## config.mk

```make
export PLATFORM = sky130hd
export DESIGN_NAME = reg_file_write_ctrl
export DESIGN_NICKNAME = d
export VERILOG_FILES = /design/src/rtl/reg_file_write_ctrl.sv
export SDC_FILE = /design/constraint.sdc
export NUM_CORES = 1
export LEC_CHECK = 0
export CORE_MARGIN = 5
export CORE_UTILIZATION = 40
export CTS_CLUSTER_DIAMETER = 100
export DETAILED_ROUTE_END_ITERATION = 7
export SLEW_MARGIN = 10
export SYNTH_ARGS = -nofsm -noshare
export SYNTH_HDL_FRONTEND = slang
export SYNTH_SLANG_ARGS = --single-unit
```

## constraint.sdc

```tcl
create_clock -name clk -period 2 [get_ports clk]
set_input_delay 0.3 -clock clk [delete_from_list [all_inputs] [get_ports clk]]
set_output_delay 0.3 -clock clk [all_outputs]
set_load 0.03 [all_outputs]
```

## src/rtl/reg_file_write_ctrl.sv

```systemverilog
// reg_file_write_ctrl: debounced pushbutton front end that issues one write
// strobe per accepted press into a 4-entry register file. In auto mode the
// address comes from an internal wrapping pointer; in manual mode it comes
// from addr_sw.
//
// state   | meaning
// --------+-------------------------------------------------------------
// IDLE    | waiting for synchronized button high
// PRESS   | button high, counting stable cycles before accepting press
// HELD    | press accepted (write issued on entry), waiting for release
// RELEASE | button low, counting stable cycles before returning to IDLE
module reg_file_write_ctrl #(
  parameter int DEBOUNCE_CYCLES = 50000,
  parameter int CNT_W           = 16
) (
  input  logic       clk,
  input  logic       clr,
  input  logic       btn,
  input  logic [3:0] data_sw,
  input  logic       mode,
  input  logic [1:0] addr_sw,
  output logic [3:0] in,
  output logic [1:0] writeAddress,
  output logic       write,
  output logic       busy,
  output logic       all_written
);

  typedef enum logic [1:0] {
    IDLE    = 2'd0,
    PRESS   = 2'd1,
    HELD    = 2'd2,
    RELEASE = 2'd3
  } state_t;

  localparam logic [CNT_W-1:0] CNT_LAST = CNT_W'(DEBOUNCE_CYCLES - 1);

  state_t           state, state_nxt;
  logic [CNT_W-1:0] cnt, cnt_nxt;
  logic             capture;
  logic             btn_m, btn_s;
  logic [1:0]       ptr;
  logic [3:0]       mask;
  logic             auto_cap;

  // Two-flop synchronizer; btn_s is the only view of the button.
  always_ff @(posedge clk) begin
    if (!clr) begin
      btn_m <= 1'b0;
      btn_s <= 1'b0;
    end else begin
      btn_m <= btn;
      btn_s <= btn_m;
    end
  end

  // State and debounce counter registers.
  always_ff @(posedge clk) begin
    if (!clr) begin
      state <= IDLE;
      cnt   <= '0;
    end else begin
      state <= state_nxt;
      cnt   <= cnt_nxt;
    end
  end

  // Next-state, counter update and capture decision.
  always_comb begin
    state_nxt = state;
    cnt_nxt   = cnt;
    capture   = 1'b0;
    case (state)
      IDLE: begin
        if (btn_s) begin
          state_nxt = PRESS;
          cnt_nxt   = '0;
        end
      end
      PRESS: begin
        if (!btn_s) begin
          state_nxt = IDLE;
        end else if (cnt == CNT_LAST) begin
          state_nxt = HELD;
          capture   = 1'b1;
        end else begin
          cnt_nxt = cnt + 1'b1;
        end
      end
      HELD: begin
        if (!btn_s) begin
          state_nxt = RELEASE;
          cnt_nxt   = '0;
        end
      end
      RELEASE: begin
        if (btn_s) begin
          state_nxt = HELD;
        end else if (cnt == CNT_LAST) begin
          state_nxt = IDLE;
        end else begin
          cnt_nxt = cnt + 1'b1;
        end
      end
      default: begin
        state_nxt = IDLE;
        cnt_nxt   = '0;
      end
    endcase
  end

  // Write datapath: capture inputs on acceptance, then retire the write by
  // marking the address and advancing the auto pointer when it was used.
  always_ff @(posedge clk) begin
    if (!clr) begin
      in           <= '0;
      writeAddress <= '0;
      write        <= 1'b0;
      ptr          <= '0;
      mask         <= '0;
      auto_cap     <= 1'b0;
    end else begin
      write <= capture;
      if (capture) begin
        in           <= data_sw;
        writeAddress <= mode ? addr_sw : ptr;
        auto_cap     <= ~mode;
      end
      if (write) begin
        mask[writeAddress] <= 1'b1;
        if (auto_cap) begin
          ptr <= ptr + 2'd1;
        end
      end
    end
  end

  assign busy        = (state != IDLE);
  assign all_written = &mask;

endmodule

```

==> flow_summary.ini, run 1 <==
[floorplanning]
core-area_um2 = 3970
fp.dieH_um = 73.7
initial_core_util_pct = 40.8
fp.dieW_um = 73.7
rows = 23
die_area_um2 = 5430
ioPinCount = 19

[cts]
post_cts_buffers = 0
insertion_delay_ns = 0.28
cts_buffer_depth = 2
numClockSinks = 34
cts_tree = done
htreeDepth = 2
clkTransAtPathRegs_ns = 0.06
ctsResizeCount = 0
ctsHoldBuffers = 0
root_buffer = clkbuf_8
cts-buffers-inserted = 5

[layout]
n_antenna_cell = 0
final_net_count = 206
final_cell_mix = 34 x dfxtp_1, 18 x clkdlybuf4s50_1, 13 x nand3_1, 11 x o21ai_0, 10 x a21oi_1
area_growth_pct = 18.1
mostFrequentLayoutCell = dfxtp_1
drive_gt1_share_pct = 12.3

[grt]
antenna_found_initial = 0
gr-total-overflow = 0
grt_util_all_layers_pct = 14.2
grt_pass1_wl_mm = 5.95
grt_pass1_vias = 1259
grt_max_degree = 23

[power_and_ir_drop]
vdd_drop_max_uv = 341
leakagePower_nw = 0.633
power_density_nw_per_um2 = 629

[place]
globalplace.congestion = 0.836
hpwlAfterDp_mm = 2.57
portBuffers = 18

[critical_path]
cp.buffers_inverters = 1
criticalPathCategory = reg -> out
cp.arrival_ns = 1.57
cpPeakStageDelay_ns = 0.59
end_kind = output port
cp_max_fo = 6
critPathRequiredTime_ns = 1.70
path_cells = or2_2, clkdlybuf4s50_1
critPathLaunchType = flop
crit_family = buffers and inverters
slowest_stage = clkdlybuf4s50_1

[drt]
first_pass_iters = 4
antenna_left = 0
drt_wl_total_mm = 3.46
via_per_inst = 5.58
vias = 1368
drc = 0
wl_per_cell_um = 14.1
drt-initial-drc-count = 62

[sta]
setup_viol = 0
finalMaxSlewViolations = 0
relSlewSlack_pct = 66.7
finClkSkew_ns = 0.00456
rsz0062_at_grt = false
fmax_mhz = 534
tightest_slew_ns = 0.498
fin_setup_tns_ns = 0
worst_hold_slack_ns = 0.438
hold_viol_final = 0
period_share_pct = 93.7
layout_min_cycle_time_ns = 1.87

[synthesis]
netlist_area_um2 = 1620
synth-seq-cells = 34
synthCells = 173
synthesis.nets = 184
seq_area_frac_synth_pct = 42.0
avgSynthCellArea_um2 = 9.37
yosys.cell_types.count = 43
yosys_warnings = 0

[status]
status = completed

[hold_path]
hold_path.class = reg -> reg

[flow_run]
cap_violations = 0
-- state kept, by name, indices dropped and copies added, names as in the netlist, 2 cells and up, named ones only --
register / cells
in: 4
mask: 4
cnt: 16
writeAddress: 2
ptr: 2
-- stage by stage --
step           worst slack, ns  std cells  cell area, um2  utilization [%]  total power, mW
6_report                 0.126        245            1910             48.2             1.20
5_1_grt                 0.0552        245            1910             48.2             1.26
3_5_place_dp             0.224        238            1840             46.2            0.752
4_1_cts                  0.112        245            1910             48.2             1.22
3_3_place_gp             0.254        238            1840             46.2            0.751
2_1_floorplan            0.256        173            1620                -            0.724
-- cell type report --
cell class	instances	area [um2]
fillers	398	2060
clock inverters	2	10.0
multi-input cells	128	863
inverters	3	11.3
clock buffers	5	68.8
repair buffers	23	218
well taps	50	62.6
flip-flops and latches	34	681
-- cells by family (layout without fill, tap and decap cells) --
kind of cell / count (synthesis) / count (layout) / share of synthesized area (%)
AO/OA/AOI/OAI: 47 / 47 / 18.6
XOR/XNOR: 6 / 6 / 3.70
adder cells (fa/ha/maj): 1 / 1 / 0.771
buffers and inverters: 11 / 33 / 4.78
flip-flops: 34 / 34 / 42.0
multiplexers: 3 / 3 / 1.93
AND/OR/NAND/NOR: 71 / 71 / 28.2
-- report_power, final --
| part | internal [mW] | leakage [nW] | switching, mW |
|---|---|---|---|
| Sequential | 0.679 | 0.274 | 0.00246 |
| Clock | 0.233 | 0.0438 | 0.234 |
| Combinational | 0.0300 | 0.315 | 0.0251 |
| Total | 0.943 | 0.633 | 0.262 |
-- routing by layer --
layer / up-vias / part of all wire [%] / wire length (um) / GRT usage (%)
li1: 690 / - / - / -
met1: 649 / 48 / 1670 / 18.7
met2: 19 / 45 / 1570 / 21.7
met3: 10 / 4.2 / 145 / 3.97
met4: 0 / 2.1 / 72 / 5.84
met5: - / 0 / 0 / 0
-- cell usage after synthesis, drive strengths merged --
cell | number | area [um2]
nand3 | 13 | 65.1
mux2 | 1 | 11.3
a21oi | 11 | 58.8
nand4b | 1 | 8.76
or2 | 1 | 6.26
o41ai | 1 | 8.76
mux2i | 2 | 20.0
and3 | 4 | 26.3
nand2b | 3 | 21.3
inv | 3 | 11.3
xnor2 | 3 | 26.3
ha | 1 | 12.5
nor3 | 1 | 5.00
and4bb | 2 | 25.0
nor4b | 1 | 15.0
a21boi | 9 | 67.6
nor2b | 3 | 18.8
nor2 | 4 | 15.0
and4 | 6 | 56.3
nor3b | 1 | 7.51
a31oi | 2 | 12.5
xor2 | 3 | 33.8
or4 | 8 | 63.8
o31ai | 8 | 60.1
or3 | 2 | 12.5
clkbuf | 5 | 38.8
o21ai | 11 | 55.1
and2 | 7 | 43.8
o21a | 4 | 30.0
buf | 3 | 27.5
nand2 | 8 | 30.0
nand4 | 6 | 37.5
dfxtp | 34 | 681
o311ai | 1 | 8.76
-- worst paths after layout --
check | startpoint | end | slack [ns] | cells past startpoint
worst max-delay path | flop | busy | 0.13 | 2
worst min-delay path | btn_m$_SDFF_PN0_ | btn_s$_SDFF_PN0_ | 0.44 | 1
worst max register to register | cnt[0]$_SDFFE_PN0P_ | cnt[11]$_SDFFE_PN0P_ | 0.21 | 5
worst min register to register | btn_m$_SDFF_PN0_ | btn_s$_SDFF_PN0_ | 0.44 | 1
Power figures use the tool's default switching activity.
==> run 2, diff against run 1 <==
==> constraint.sdc (replaced) <==
create_clock -name clk -period 1.6 [get_ports clk]
set_input_delay 0.24 -clock clk [delete_from_list [all_inputs] [get_ports clk]]
set_output_delay 0.24 -clock clk [all_outputs]
set_load 0.03 [all_outputs]
==> flow_summary.ini, run 2 (synthesized netlist as in run 1, its figures left out) <==
[cts]
cts-buffers-inserted = 5
numClockSinks = 34
cts_tree = done
clkTransAtPathRegs_ns = 0.07
cts_buffer_depth = 2
htreeDepth = 2
insertion_delay_ns = 0.28
root_buffer = clkbuf_8
ctsHoldBuffers = 0

[drt]
via_per_inst = 5.54
first_pass_iters = 4
drt_wl_total_mm = 3.90
wl_per_cell_um = 14.4
drt-initial-drc-count = 81
vias = 1495
antenna_left = 0
drc = 0

[critical_path]
criticalPathCategory = reg -> reg
critPathLaunchType = flop
end_kind = flop
critPathRequiredTime_ns = 1.81
crit_start = cnt[1]$_SDFFE_PN0P_
cp_max_fo = 6
cp.arrival_ns = 1.79
reg2reg_from = cnt[1]$_SDFFE_PN0P_

[floorplanning]
die_area_um2 = 5430
core-area_um2 = 3970
fp.dieH_um = 73.7
rows = 23
fp.dieW_um = 73.7
initial_core_util_pct = 40.8
ioPinCount = 19

[grt]
antenna_found_initial = 0
grt_util_all_layers_pct = 15.5
grt_pass1_vias = 1449
gr-total-overflow = 0
grt_max_degree = 21
grt_pass1_wl_mm = 6.47

[layout]
final_net_count = 230
drive_gt1_share_pct = 31.4
largest_reg_flops = 16
nFillCells = 373
reg_top3 = cnt x16, in x4, mask x4
top_register = cnt
final_cell_mix = 26 x buf_4, 22 x dfxtp_1, 13 x nand3_1, 12 x clkdlybuf4s50_1, 11 x dfxtp_2
layout.cells.non_filler = 270
area_growth_pct = 35.4
n_antenna_cell = 0
mostFrequentLayoutCell = buf_4

[place]
portBuffers = 18
hpwlAfterDp_mm = 2.77
dp_slack_ns = -0.0259
dpl.cell_count = 255
globalplace.congestion = 0.780

[sta]
period_share_pct = 98.5
finClkSkew_ns = 0.00508
fmax_mhz = 634
layout_min_cycle_time_ns = 1.58
finalMaxSlewViolations = 0
worst_slack_ns = 0.0235
relSlewSlack_pct = 76.6
rsz0062_at_grt = true
hold_viol_final = 0
tightest_slew_ns = 0.347
setup_viol = 0

[hold_path]
hold_path.class = reg -> reg
hold_path_startpoint = btn_m$_SDFF_PN0_

[power_and_ir_drop]
leakagePower_nw = 0.832
power_density_nw_per_um2 = 721
vdd_drop_max_uv = 663

[status]
status = completed

[flow_run]
cap_violations = 0
[run 2: cell types whose count changed in the layout (fill, tap and decap cells not counted), sizes merged]
| cell | previous run | this run |
|---|---|---|
| buf | 5 | 28 |
| clkdlybuf4s50 | 18 | 12 |
| dlygate4sd2 | 0 | 5 |
| clkbuf | 5 | 7 |
| and4 | 6 | 7 |
| clkinv | 2 | 1 |
| dlymetal6s2s | 0 | 1 |
[run 2: final cells by class]
type                    count  area (um2)  area share (%)
flip-flops and latches     34         698            31.8
multi-input cells         129         938            42.7
well taps                  50        62.6            2.85
repair buffers             46         394            17.9
inverters                   3        11.3           0.513
clock buffers               7        86.3            3.93
clock inverters             1        5.00           0.228
[run 2: where the power goes]
group / internal (mW) / switching (mW) / leakage (nW)
Combinational: 0.0453 / 0.0350 / 0.503
Clock: 0.347 / 0.305 / 0.0482
Sequential: 0.847 / 0.00308 / 0.281
[run 2: per-stage QoR]
stage / instance area, um2 / total power [mW] / util, % / setup TNS, ns / hold slack [ns]
floorplan: 1630 / 0.904 / - / -0.0222 / 0.367
detailed placement: 1970 / 0.945 / 49.5 / -0.143 / 0.433
global placement: 1970 / 0.944 / 49.5 / 0 / 0.426
global route: 2200 / 1.66 / 55.3 / -0.0333 / 0.466
CTS: 2110 / 1.60 / 53.0 / 0 / 0.450
finish: 2200 / 1.58 / 55.3 / 0 / 0.443
[run 2: critical path: stages, from the launching register on]
cell	delay, ns
dfxtp_2	0.33
ha_4	0.16
and4_4	0.19
and4_4	0.16
or4_4	0.51
a21oi_2	0.14
[run 2: worst paths after layout]
path                                              to  slack [ns]  depth (start not counted)
worst max-delay path            cnt[11]$_SDFFE_PN0P_        0.02                          5
worst min-delay path                btn_s$_SDFF_PN0_        0.44                          1
worst max register to register  cnt[11]$_SDFFE_PN0P_        0.02                          5
worst min register to register      btn_s$_SDFF_PN0_        0.44                          1
[run 2: per-layer routing]
| metal | global-route usage [%] | vias to the layer above | part of all wire (%) |
|---|---|---|---|
| met5 | 0 | - | 0 |
| met4 | 5.03 | 0 | 1.2 |
| met3 | 5.34 | 5 | 5.1 |
| met2 | 26.2 | 27 | 52 |
| met1 | 18.1 | 713 | 42 |
| li1 | - | 750 | - |
[run 2: timing repair]
action                     4_1_cts  5_1_grt
gates resized for setup         14       26
setup endpoints to repair       20       18
cloned                           0        1
setup buffers                    4        2
pin swaps                        2       12
==> run 3, diff against run 2 <==
--- a/config.mk
+++ b/config.mk
@@ -5,10 +5,12 @@
 export SDC_FILE = /design/constraint.sdc
 export NUM_CORES = 1
 export LEC_CHECK = 0
+export ABC_AREA = 1
 export CORE_MARGIN = 5
 export CORE_UTILIZATION = 40
 export CTS_CLUSTER_DIAMETER = 100
 export DETAILED_ROUTE_END_ITERATION = 7
+export HOLD_SLACK_MARGIN = 0.03
 export SLEW_MARGIN = 10
 export SYNTH_ARGS = -nofsm -noshare
 export SYNTH_HDL_FRONTEND = slang
==> constraint.sdc (replaced) <==
create_clock -name clk -period 1.8 [get_ports clk]
set_input_delay 0.27 -clock clk [delete_from_list [all_inputs] [get_ports clk]]
set_output_delay 0.27 -clock clk [all_outputs]
set_load 0.03 [all_outputs]
==> flow_summary.ini, run 3 <==
[flow_run]
cap_violations = 0

[synthesis]
synth.top_cells.by_count = 68 x nand2_1, 38 x inv_1, 37 x nor2_1, 34 x dfxtp_1, 27 x nand3_1
synth_mux_area_share_pct = 0
synthesis.nets = 280
yosysMostFrequentCell = nand2_1
synth_adder_area_share_pct = 0.710
netlist_area_um2 = 1760
seq_area_frac_synth_pct = 38.6
synth-main-ff-cell = dfxtp_1
ys_async_sr_fraction_pct = 0
avgSynthCellArea_um2 = 6.55
synth_edf_count = 0
synth_top_family_by_area = simple AND/OR/NAND/NOR gates
synth-seq-cells = 34
synthCells = 269
yosys.area_share.simple_pct = 40.2
synth_area_leaders = dfxtp_1 39%, nand2_1 14%, inv_1 8.1%
yosys_warnings = 0
synth_xor_area_share_pct = 1.42
synth_top_area_share_pct = 38.6
yosys.area.top_type = dfxtp_1
yosys.cell_types.count = 25
synth_compound_area_share_pct = 8.24

[critical_path]
r2r-end = cnt[8]$_SDFFE_PN0P_
cp.arrival_ns = 1.43
path_cells = clkdlybuf4s50_1
end_kind = output port
critPathLaunchType = flop
cp_max_fo = 6
reg2reg_from = cnt[0]$_SDFFE_PN0P_
cpPeakStageDelay_ns = 0.71
crit_cells = 1
critPathRequiredTime_ns = 1.53
criticalPathCategory = reg -> out
rr_worst_depth = 8
r2r_setup_slack_ns = 0.16
crit_family = buffers and inverters
cp.buffers_inverters = 1
slowest_stage = clkdlybuf4s50_1

[layout]
drive_gt1_share_pct = 9.76
nFillCells = 468
n_antenna_cell = 0
layout.cells.non_filler = 349
area_growth_pct = 21.0
fin_area_um2 = 2130
top_register = cnt
reg_top3 = cnt x16, in x4, mask x4
largest_reg_flops = 16
final_cell_mix = 68 x nand2_1, 38 x inv_1, 37 x nor2_1, 34 x dfxtp_1, 27 x nand3_1
fin_util_pct = 49.3
mostFrequentLayoutCell = nand2_1
final_net_count = 307

[place]
dpl.cell_count = 341
hpwlAfterDp_mm = 2.88
portBuffers = 18
globalplace.congestion = 0.791
placed_area_um2 = 2030

[sta]
period_share_pct = 94.5
tightest_slew_ns = 0.350
setup_viol = 0
relSlewSlack_pct = 76.7
layout_min_cycle_time_ns = 1.70
rsz0062_at_grt = false
worst_hold_slack_ns = 0.415
finClkSkew_ns = 0.00437
fin_setup_tns_ns = 0
hold_viol_final = 0
fmax_mhz = 588
finalMaxSlewViolations = 0

[drt]
drt_wl_total_mm = 3.87
first_pass_iters = 5
wl_per_cell_um = 11.1
vias = 1650
drt-initial-drc-count = 92
drc = 0
antenna_left = 0
via_per_inst = 4.73

[hold_path]
hold_path_startpoint = btn_m$_SDFF_PN0_
worstHoldEndpoint = btn_s$_SDFF_PN0_
min_delay_path_depth = 2
hold_path.class = reg -> reg

[power_and_ir_drop]
power_density_nw_per_um2 = 671
vdd_drop_max_uv = 437
leakagePower_nw = 0.845

[floorplanning]
fp.dieH_um = 76.4
fp.dieW_um = 76.4
core-area_um2 = 4320
ioPinCount = 19
initial_core_util_pct = 40.7
rows = 24
die_area_um2 = 5830

[grt]
grt_pass1_vias = 1491
grt_max_degree = 13
antenna_found_initial = 0
grt_util_all_layers_pct = 14.0
grt_pass1_wl_mm = 6.81
gr-total-overflow = 0

[cts]
cts-buffers-inserted = 5
htreeDepth = 2
cts_buffer_depth = 2
cts_tree = done
numClockSinks = 34
ctsHoldBuffers = 0
clkTransAtPathRegs_ns = 0.07
post_cts_buffers = 0
insertion_delay_ns = 0.29
root_buffer = clkbuf_8

[status]
status = completed
run 3: worst max-delay path by stage:
stage,startpoint,to
floorplan,mask[0]$_SDFFE_PN0P_,all_written
global placement,mask[0]$_SDFFE_PN0P_,all_written
detailed placement,cnt[0]$_SDFFE_PN0P_,writeAddress[0]$_SDFFE_PN0P_
CTS,write$_SDFF_PN0_,write
global route,cnt[6]$_SDFFE_PN0P_,cnt[8]$_SDFFE_PN0P_
finish,write$_SDFF_PN0_,write
run 3: final cells by class:
cell class              count  area [um2]  share of cell area [%]
clock buffers               6        82.6                    3.88
multi-input cells         189         898                    42.2
flip-flops and latches     34         681                    31.9
well taps                  52        65.1                    3.05
clock inverters             2        12.5                   0.587
repair buffers             27         245                    11.5
inverters                  39         146                    6.87
run 3: through the flow:
| step | total power [mW] | setup slack, ns |
|---|---|---|
| 5_1_grt | 1.50 | 0.00913 |
| 3_3_place_gp | 0.850 | 0.187 |
| 3_5_place_dp | 0.850 | 0.143 |
| 2_1_floorplan | 0.810 | 0.209 |
| 6_report | 1.43 | 0.0992 |
| 4_1_cts | 1.45 | 0.0866 |
run 3: cells by family after synthesis:
kind of cell | after synthesis
buffers and inverters | 46
DFF | 34
and+or+nand+nor | 158
xor gates and xnor gates | 2
adders and majority gates | 1
AOI/OAI and AO/OA | 28
run 3: layer usage:
metal / global-route usage (%) / part of all wire (%)
met3: 3.78 / 3.7
met2: 21.5 / 45
met4: 4.20 / 1.4
met1: 19.1 / 50
met5: 0 / 0
run 3: power by group:
group          internal (mW)  switching [mW]  total (mW)
sequential             0.756         0.00331       0.759
clock                  0.307           0.291       0.598
combinational         0.0336          0.0394      0.0731
run 3: repair_timing:
item,in CTS,in global routing
setup endpoints to repair,2,7
pin swaps,0,1
resized for setup,2,1
